File: config.mk
export PLATFORM = sky130hd
export DESIGN_NAME = conc_stim_sequencer
export DESIGN_NICKNAME = d
export VERILOG_FILES = /design/src/rtl/conc_stim_sequencer.sv
export SDC_FILE = /design/constraint.sdc
export NUM_CORES = 2
export LEC_CHECK = 0
export CAP_MARGIN = 20
export CORE_MARGIN = 2
export CORE_UTILIZATION = 40
export DETAILED_ROUTE_END_ITERATION = 8
export GPL_TIMING_DRIVEN = 0
export PLACE_DENSITY = 0.64
export SLEW_MARGIN = 20
export SYNTH_ARGS = -nofsm -noshare
export SYNTH_HDL_FRONTEND = slang
export SYNTH_SLANG_ARGS = --single-unit
File: constraint.sdc
create_clock -name clk -period 12.65 [get_ports clk]
set_input_delay 2.53 -clock clk [delete_from_list [all_inputs] [get_ports clk]]
set_output_delay 2.53 -clock clk [all_outputs]
set_load 0.05 [all_outputs]
File: src/rtl/conc_stim_sequencer.sv
// rtl/conc_stim_sequencer.sv - stimulus sequencer with entry memory, loop/one-shot playback and MISR response compaction
module conc_stim_sequencer #(
    parameter int                DATA_W   = 128,
    parameter int                RESP_W   = 128,
    parameter int                DEPTH    = 16,
    parameter int                ADDR_W   = $clog2(DEPTH),
    parameter int                RESP_LAT = 1,
    parameter logic [RESP_W-1:0] POLY     = {RESP_W{1'b0}} | 'h87
) (
    input  logic              clk,
    input  logic              rst,
    input  logic              load_en,
    input  logic [ADDR_W-1:0] load_addr,
    input  logic [DATA_W:0]   load_data,
    input  logic              start,
    input  logic              stop,
    input  logic              loop,
    input  logic [ADDR_W-1:0] last_idx,
    input  logic [RESP_W-1:0] dut_resp,
    output logic [DATA_W-1:0] stim_data,
    output logic              stim_obs,
    output logic [ADDR_W-1:0] pc,
    output logic              busy,
    output logic              done,
    output logic              load_err,
    output logic [RESP_W-1:0] signature,
    output logic [15:0]       obs_count
);

    typedef enum logic [1:0] {IDLE, RUN, DRAIN} state_t;

    // DRAIN lasts RESP_LAT cycles; the counter holds cycles remaining minus one
    localparam logic [1:0] DRAIN_INIT = (RESP_LAT > 0) ? 2'(RESP_LAT - 1) : 2'd0;

    state_t            state;
    logic [DATA_W:0]   mem [DEPTH];
    logic              loop_q;
    logic [ADDR_W-1:0] last_q;
    logic [1:0]        drain_cnt;
    logic [ADDR_W-1:0] pc_inc;
    logic              at_last;
    logic              start_ok;
    logic              flush;
    logic              obs_tap;
    logic [RESP_W-1:0] sig_next;

    assign pc_inc   = pc + {{(ADDR_W-1){1'b0}}, 1'b1};
    assign at_last  = (pc == last_q);
    assign start_ok = (state == IDLE) && start && !stop;
    assign flush    = stop && busy;
    assign sig_next = {signature[RESP_W-2:0], 1'b0}
                    ^ (signature[RESP_W-1] ? POLY : {RESP_W{1'b0}})
                    ^ dut_resp;

    // Entry memory: written only while idle, never reset so contents survive rst
    always_ff @(posedge clk) begin
        if (load_en && !busy) begin
            mem[load_addr] <= load_data;
        end
    end

    // Observe-flag delay line aligning each observe with its DUT response
    generate
        if (RESP_LAT == 0) begin : g_nopipe
            assign obs_tap = stim_obs;
        end else begin : g_pipe
            logic [RESP_LAT-1:0] pipe;
            assign obs_tap = pipe[RESP_LAT-1];
            // Shift stim_obs through; a stop empties the pipe so nothing stale is compacted
            always_ff @(posedge clk or posedge rst) begin
                if (rst) begin
                    pipe <= '0;
                end else if (flush) begin
                    pipe <= '0;
                end else begin
                    pipe <= (pipe << 1) | RESP_LAT'(stim_obs);
                end
            end
        end
    endgenerate

    // Playback FSM with registered stimulus and status outputs
    always_ff @(posedge clk or posedge rst) begin
        if (rst) begin
            state     <= IDLE;
            stim_data <= '0;
            stim_obs  <= 1'b0;
            pc        <= '0;
            busy      <= 1'b0;
            done      <= 1'b0;
            load_err  <= 1'b0;
            loop_q    <= 1'b0;
            last_q    <= '0;
            drain_cnt <= 2'd0;
        end else begin
            done     <= 1'b0;
            load_err <= load_en && busy;
            case (state)
                IDLE: begin
                    if (start_ok) begin
                        loop_q                <= loop;
                        last_q                <= last_idx;
                        pc                    <= '0;
                        {stim_obs, stim_data} <= mem[0];
                        busy                  <= 1'b1;
                        state                 <= RUN;
                    end
                end
                RUN: begin
                    if (stop) begin
                        state     <= IDLE;
                        busy      <= 1'b0;
                        stim_data <= '0;
                        stim_obs  <= 1'b0;
                        pc        <= '0;
                    end else if (at_last && loop_q) begin
                        pc                    <= '0;
                        {stim_obs, stim_data} <= mem[0];
                    end else if (at_last) begin
                        stim_data <= '0;
                        stim_obs  <= 1'b0;
                        pc        <= '0;
                        if (RESP_LAT == 0) begin
                            state <= IDLE;
                            busy  <= 1'b0;
                            done  <= 1'b1;
                        end else begin
                            state     <= DRAIN;
                            drain_cnt <= DRAIN_INIT;
                        end
                    end else begin
                        pc                    <= pc_inc;
                        {stim_obs, stim_data} <= mem[pc_inc];
                    end
                end
                DRAIN: begin
                    if (stop) begin
                        state <= IDLE;
                        busy  <= 1'b0;
                    end else if (drain_cnt == 2'd0) begin
                        state <= IDLE;
                        busy  <= 1'b0;
                        done  <= 1'b1;
                    end else begin
                        drain_cnt <= drain_cnt - 2'd1;
                    end
                end
                default: begin
                    state <= IDLE;
                    busy  <= 1'b0;
                end
            endcase
        end
    end

    // MISR compaction of responses whose delayed observe flag is set
    always_ff @(posedge clk or posedge rst) begin
        if (rst) begin
            signature <= '0;
            obs_count <= '0;
        end else if (start_ok) begin
            signature <= '0;
            obs_count <= '0;
        end else if (obs_tap && !flush) begin
            signature <= sig_next;
            if (obs_count != 16'hFFFF) begin
                obs_count <= obs_count + 16'd1;
            end
        end
    end

endmodule

=== After elaboration in Yosys (flattened, before gate mapping) ===
Memories as Yosys holds them, arrays and structs flattened.
Index checks and enable logic that the tools add are counted.

* Flip-flop bits (word level): 290
* Memory bits (writable): 2064
* Output and inout port bits: 280
* Memories kept: 1

{| class="wikitable"
|+ Memory list
! name !! depth !! width !! rd ports !! clocked after Yosys merged registers in !! write ports !! RTL line !! source
|-
| mem || 16 || 129 || 2 || 0 || 1 || 36 || <nowiki>logic [DATA_W:0] mem [DEPTH];</nowiki>
|}

* $add $sub $neg: 3
* Equality and inequality tests: 14
* Mux-type cells: 45
* Bitwise gates (word level): 2
* Reduce and logical (&&, ||, !) cells: 22

{| class="wikitable"
|+ Operators by type and width
! kind !! count
|-
| two-way mux 128 bit || 6
|-
| one-hot mux 128 bit (2 select lines) || 1
|-
| XOR 128 bit || 1
|-
| XOR 128 x 8 -> 128 bit || 1
|-
| two-way mux 16 bit || 3
|-
| two-way mux 2 bit || 11
|-
| adder 16 x 1 -> 16 bit (second input constant) || 1
|-
| two-way mux 4 bit || 4
|-
| != test 16 bit (second input constant) || 1
|-
| two-way mux 1 bit || 14
|-
| != test 2 bit (second input constant) || 7
|-
| != test 3 bit (second input constant) || 3
|-
| two-way mux 8 bit || 1
|-
| one-hot mux 4 bit (2 select lines) || 1
|-
| nonzero test 2 bit || 4
|-
| logical AND 1 bit || 7
|-
| one-hot mux 2 bit (3 select lines) || 1
|-
| AND reduction 2 bit || 3
|-
| AND reduction 6 bit || 1
|-
| adder 4 x 1 -> 4 bit (second input constant) || 1
|-
| == test 4 bit || 1
|-
| zero test 2 bit || 2
|-
| one-hot mux 2 bit (2 select lines) || 1
|-
| AND reduction 4 bit || 1
|-
| other kinds (7) || 9
|}

=== Longest topological paths before layout ===
An unclocked memory read counts as a cell.

* Depth after elaboration: 6
* Depth in mapped cells: 10
* Depth with buffers taken out: 6

=== Worst setup path after synthesis ===
Ideal clock, no wire load.

* Path kind: input port to flip-flop
* Start: input load_en
* End: memory mem[0][0] in the netlist's numbering, enable pin
* Arrival: 11.677 ns
* Data required time: 11.873 ns
* Slack: 0.196 ns
* Stages on the path: 3
* Cells stage by stage: nand2b_1 or3_1 nor3_1

* Word-level cells in the longest chain between the ends: 3

{| class="wikitable"
|+ RTL lines
! what !! RTL line !! source
|-
| start: declaration || 12 || <nowiki>input logic load_en,</nowiki>
|-
| logical AND 1 bit || 57 || <nowiki>if (load_en && !busy) begin</nowiki>
|-
| two-way mux 1 bit || 57 ||
|-
| two-way mux 1 bit (implied by the code) || 58 || <nowiki>mem[load_addr] <= load_data;</nowiki>
|-
| end: declaration || 36 ||
|}

No other way between the ends.

=== Worst setup path in the final report ===
* Start: register stim_obs
* End: output stim_obs

{| class="wikitable"
|+ RTL lines
! what !! RTL line !! source
|-
| start: declaration || 21 || <nowiki>output logic stim_obs,</nowiki>
|-
| start signal: assignment || 104 || <nowiki>{stim_obs, stim_data} <= mem[0];</nowiki>
|-
| start signal: assignment || 118 || <nowiki>{stim_obs, stim_data} <= mem[0];</nowiki>
|-
| start signal: assignment || 133 || <nowiki>{stim_obs, stim_data} <= mem[pc_inc];</nowiki>
|}

No word-level cell between the ends.

==> summary.txt <==
Outcome
  • Status: completed

Clocking
  • # resized after CTS: 0
  • Setup bufs post-CTS: 0
  • Clk buf depth: 3
  • Root buffer cell: clkbuf_16
  • CTS tree: yes
  • Htree depth: 4
  • Hold buffers post-CTS: 0
  • Worst skew pair latency: 0.86 ns
  • Clock transition at the registers of the reported paths: 0.07 ns
  • Clk sinks: 2354
  • CTS Buf Count: 233

Synth
  • Synth Cell Area: 93100 um2
  • Async set-or-reset flop fraction in the synthesized netlist: 12.3%
  • Mapped Cells: 5344
  • Synth Area in Compound Gates: 8.00%
  • Main combinational cell family by area after synthesis: multiplexers
  • Adder-Cell Fraction of Synth Area: 0.0403%
  • Net Count, Synth: 5618
  • Register area share after synthesis: 74.4%
  • Number of flops mapped to enable cells by yosys: 2064
  • XOR/XNOR share of the synthesized area: 1.42%
  • Avg Inst Size Synth: 17.4 um2
  • Mux contribution to synthesized area: 11.6%
  • Post-synthesis register bit count: 2354
  • Prevailing post-synth register cell: edfxtp_1
  • Ys Warns: 0
  • Synth Area in Simple Gates: 2.58%
  • Distinct cells, synth: 46

Power
  • Peak supply drop: 227 uV
  • Combinational share of power: 25.8%
  • Clock share of power: 32.0%
  • Power Dens Cells: 196 nW/um2
  • Leak: 36.9 nW
  • Internal Power: 0.0150 W
  • Switch Pwr: 0.00727 W
  • Sw Share: 32.6%
  • Sequential power share: 42.2%

Route
  • Wire length per cell: 29.1 um
  • Final ANT Viol Nets: 0
  • Initial DRC count: 5742
  • Pre-Repair DR Iteration Count: 8
  • Final WL: 279000 um
  • Vias per Instance: 5.71
  • DR DRC count: 0
  • Via count: 54700

Job
  • Max Cap Viol: 0

Critical path
  • Worst setup path category: flip-flop to output port
  • Critical Path RT: 10.12 ns
  • Critical-path maximum fanout: 3
  • Critical R2R Capture: mem[8][1]$_DFFE_PP_
  • Slowest stage cell, crit path: clkdlybuf4s50_1
  • Crit path buf inv count: 1
  • Setup slack, reg-to-reg: 8.92 ns
  • Crit-path max cell delay: 0.92 ns
  • CP arrival: 2.54 ns
  • Crit-path leading delay family: buffers and inverters
  • R2R Path Start: busy$_DFFE_PP0P_
  • Critical-path cell list: clkdlybuf4s50_1
  • R2R cell count: 13
  • CP Launch Type: flip-flop
  • Critical Path Sink Type: output port

STA
  • Skew final: 0.0451 ns
  • Final hold vios: 0
  • RSZ-0062 raised after global routing: false
  • Min cycle time layout: 5.07 ns
  • Max-slew violations: 0
  • Fmax: 197 MHz
  • Tightest Pin Transition: 1.17 ns
  • Period utilization: 40.1%
  • Worst hold slack: 0.504 ns
  • Max-Slew Margin vs Limit: 21.8%
  • Endpoints failing setup: 0
  • Final setup TNS: 0 ns

Worst hold path
  • Worst hold path type: flip-flop to flip-flop
  • Hold wc startpoint: last_q[3]$_DFFE_PP0P_
  • Hold Path Depth: 2
  • Hold endpoint: last_q[3]$_DFFE_PP0P_

Finish
  • Commonest non-fill, non-tap cell in the layout: edfxtp_1
  • FF/Latch Area: 69200 um2
  • Filler instances: 19100
  • Commonest cells after routing, fill and taps aside: edfxtp_1 (2064), mux2i_1 (765), clkdlybuf4s50_1 (549)
  • Area growth from synthesis to layout: 21.9%
  • Final Net Count: 6580
  • Area of the multi-input gates: 22200 um2
  • Layout cells sized above 1: 14.5%

Floorplan
  • Core Rows: 177
  • Die Area: 237000 um2
  • Die W: 486 um
  • IO Pins: 551
  • Core area: 232000 um2
  • Initial Util: 40.1%
  • Die Height: 486 um

GRT
  • First-pass GRT wire length: 394000 um
  • GR Overflow Total: 0
  • Vias in the first global route: 54300
  • Initial antenna violation count: 70
  • Largest net degree at the start of global routing: 88
  • GRT Util Overall: 23.1%

Placement
  • PortBufs: 549
  • DP HPWL: 194000 um
  • Routability cong.: 0.874
-- metrics by stage --
step                      total power [W]  cell area [um2]  instances  setup slack [ns]  utilization, %
after floorplan                    0.0130            93100       5344             0.196               -
after global placement             0.0152           102000       8936            -11.10            44.1
after detailed placement           0.0153           105000       9113              6.68            45.4
after CTS                          0.0224           113000       9560              7.45            48.8
after global routing               0.0230           113000       9575              7.47            48.9
final                              0.0223           113000       9586              7.58            48.9
-- layout make-up --
| cell class | count | area share, % |
|---|---|---|
| Antenna cell | 25 | 0.0552 |
| Clock inverter | 134 | 1.34 |
| Timing Repair Buffer | 727 | 7.37 |
| Tap cell | 3043 | 3.36 |
| Multi-Input combinational cell | 2610 | 19.5 |
| Buffer | 373 | 1.58 |
| Sequential cell | 2354 | 61.0 |
| Inverter | 7 | 0.0298 |
| Clock buffer | 313 | 5.70 |
-- kinds of logic after synthesis --
logic type,Yosys count
AOI/OAI and AO/OA,1041
buffers and inverters,380
xor gates and xnor gates,148
adders and majority gates,3
muxes,908
DFF,2354
and+or+nand+nor,510
-- worst register-to-register path, cell delays in order, from the launching register on --
cell and delay [ns]:
dfrtp_1 0.37, clkbuf_1 0.31, nand2b_1 0.30, nor2_1 0.09, nand2_1 0.22, nor3_2 0.55
buf_6 0.23, buf_6 0.15, buf_4 0.20, buf_6 0.16, buf_4 0.22, buf_4 0.19
buf_4 0.21, buf_4 0.22
-- power by group through the flow --
stage,Combinational [W],Clock (W),Sequential (W)
after global routing,0.00604,0.00752,0.00943
after CTS,0.00576,0.00722,0.00941
final,0.00575,0.00712,0.00941
after detailed placement,0.00573,0,0.00957
after floorplan,0.00235,0,0.0106
after global placement,0.00563,0,0.00959
-- routing by layer --
metal	vias up	track usage, %	routed length (um)
met5	-	0	209
met4	32	10.5	12400
met3	561	5.37	25000
met2	2677	37.0	133000
met1	27900	29.9	108000
li1	23500	-	-
-- state kept, by name (all words and copies together) (netlist names) --
| register | cells |
|---|---|
| pc | 4 |
| last_q | 4 |
| busy | 1 |
| done | 1 |
| stim_obs | 1 |
| mem | 2064 |
| stim_data | 128 |
| g_pipe.pipe | 1 |
| state | 2 |
| obs_count | 16 |
| signature | 128 |
| load_err | 1 |
| loop_q | 1 |
| drain_cnt | 2 |
-- synthesized netlist by cell type, types with 2 or more instances --
library cell  count  area (um2)
inv_1             7        26.3
ha_1              3        37.5
a22o_1            3        26.3
buf_2           196         981
buf_6            10         113
a31oi_1         255        1600
xnor2_1         145        1270
nor4_1            5        31.3
nor3_1           13        65.1
a21o_1            2        15.0
and4_1            3        26.3
and3_1            2        12.5
a211oi_1        128         961
edfxtp_1       2064       62000
and2_1            6        37.5
mux2_2            4        45.0
buf_1             5        18.8
dfrtp_1         290        7260
a21oi_1          10        50.1
buf_4            16         120
nand3_1           8        40.0
o211ai_1        251        1880
nor2_1          160         601
mux2i_1         765        7660
or3_1           129         807
nand2b_1          5        31.3
nor2_2            2        12.5
a22oi_1         378        2840
clkbuf_1        146         548
nand4_1           5        31.3
o22ai_1           4        25.0
nand2_1         164         616
mux4_2          139        3130
o21ai_0           9        45.0
-- worst max path at each step --
stage                               startpoint                    to  depth (start not counted)
after floorplan                        load_en   mem[0][0]$_DFFE_PP_                          3
final                     stim_obs$_DFFE_PP0P_              stim_obs                          1
after CTS                 stim_obs$_DFFE_PP0P_              stim_obs                          1
after global placement                 load_en   mem[8][0]$_DFFE_PP_                          5
after detailed placement          load_addr[3]  mem[12][0]$_DFFE_PP_                         10
after global routing      stim_obs$_DFFE_PP0P_              stim_obs                          1
(Power assumes the default switching activity.)
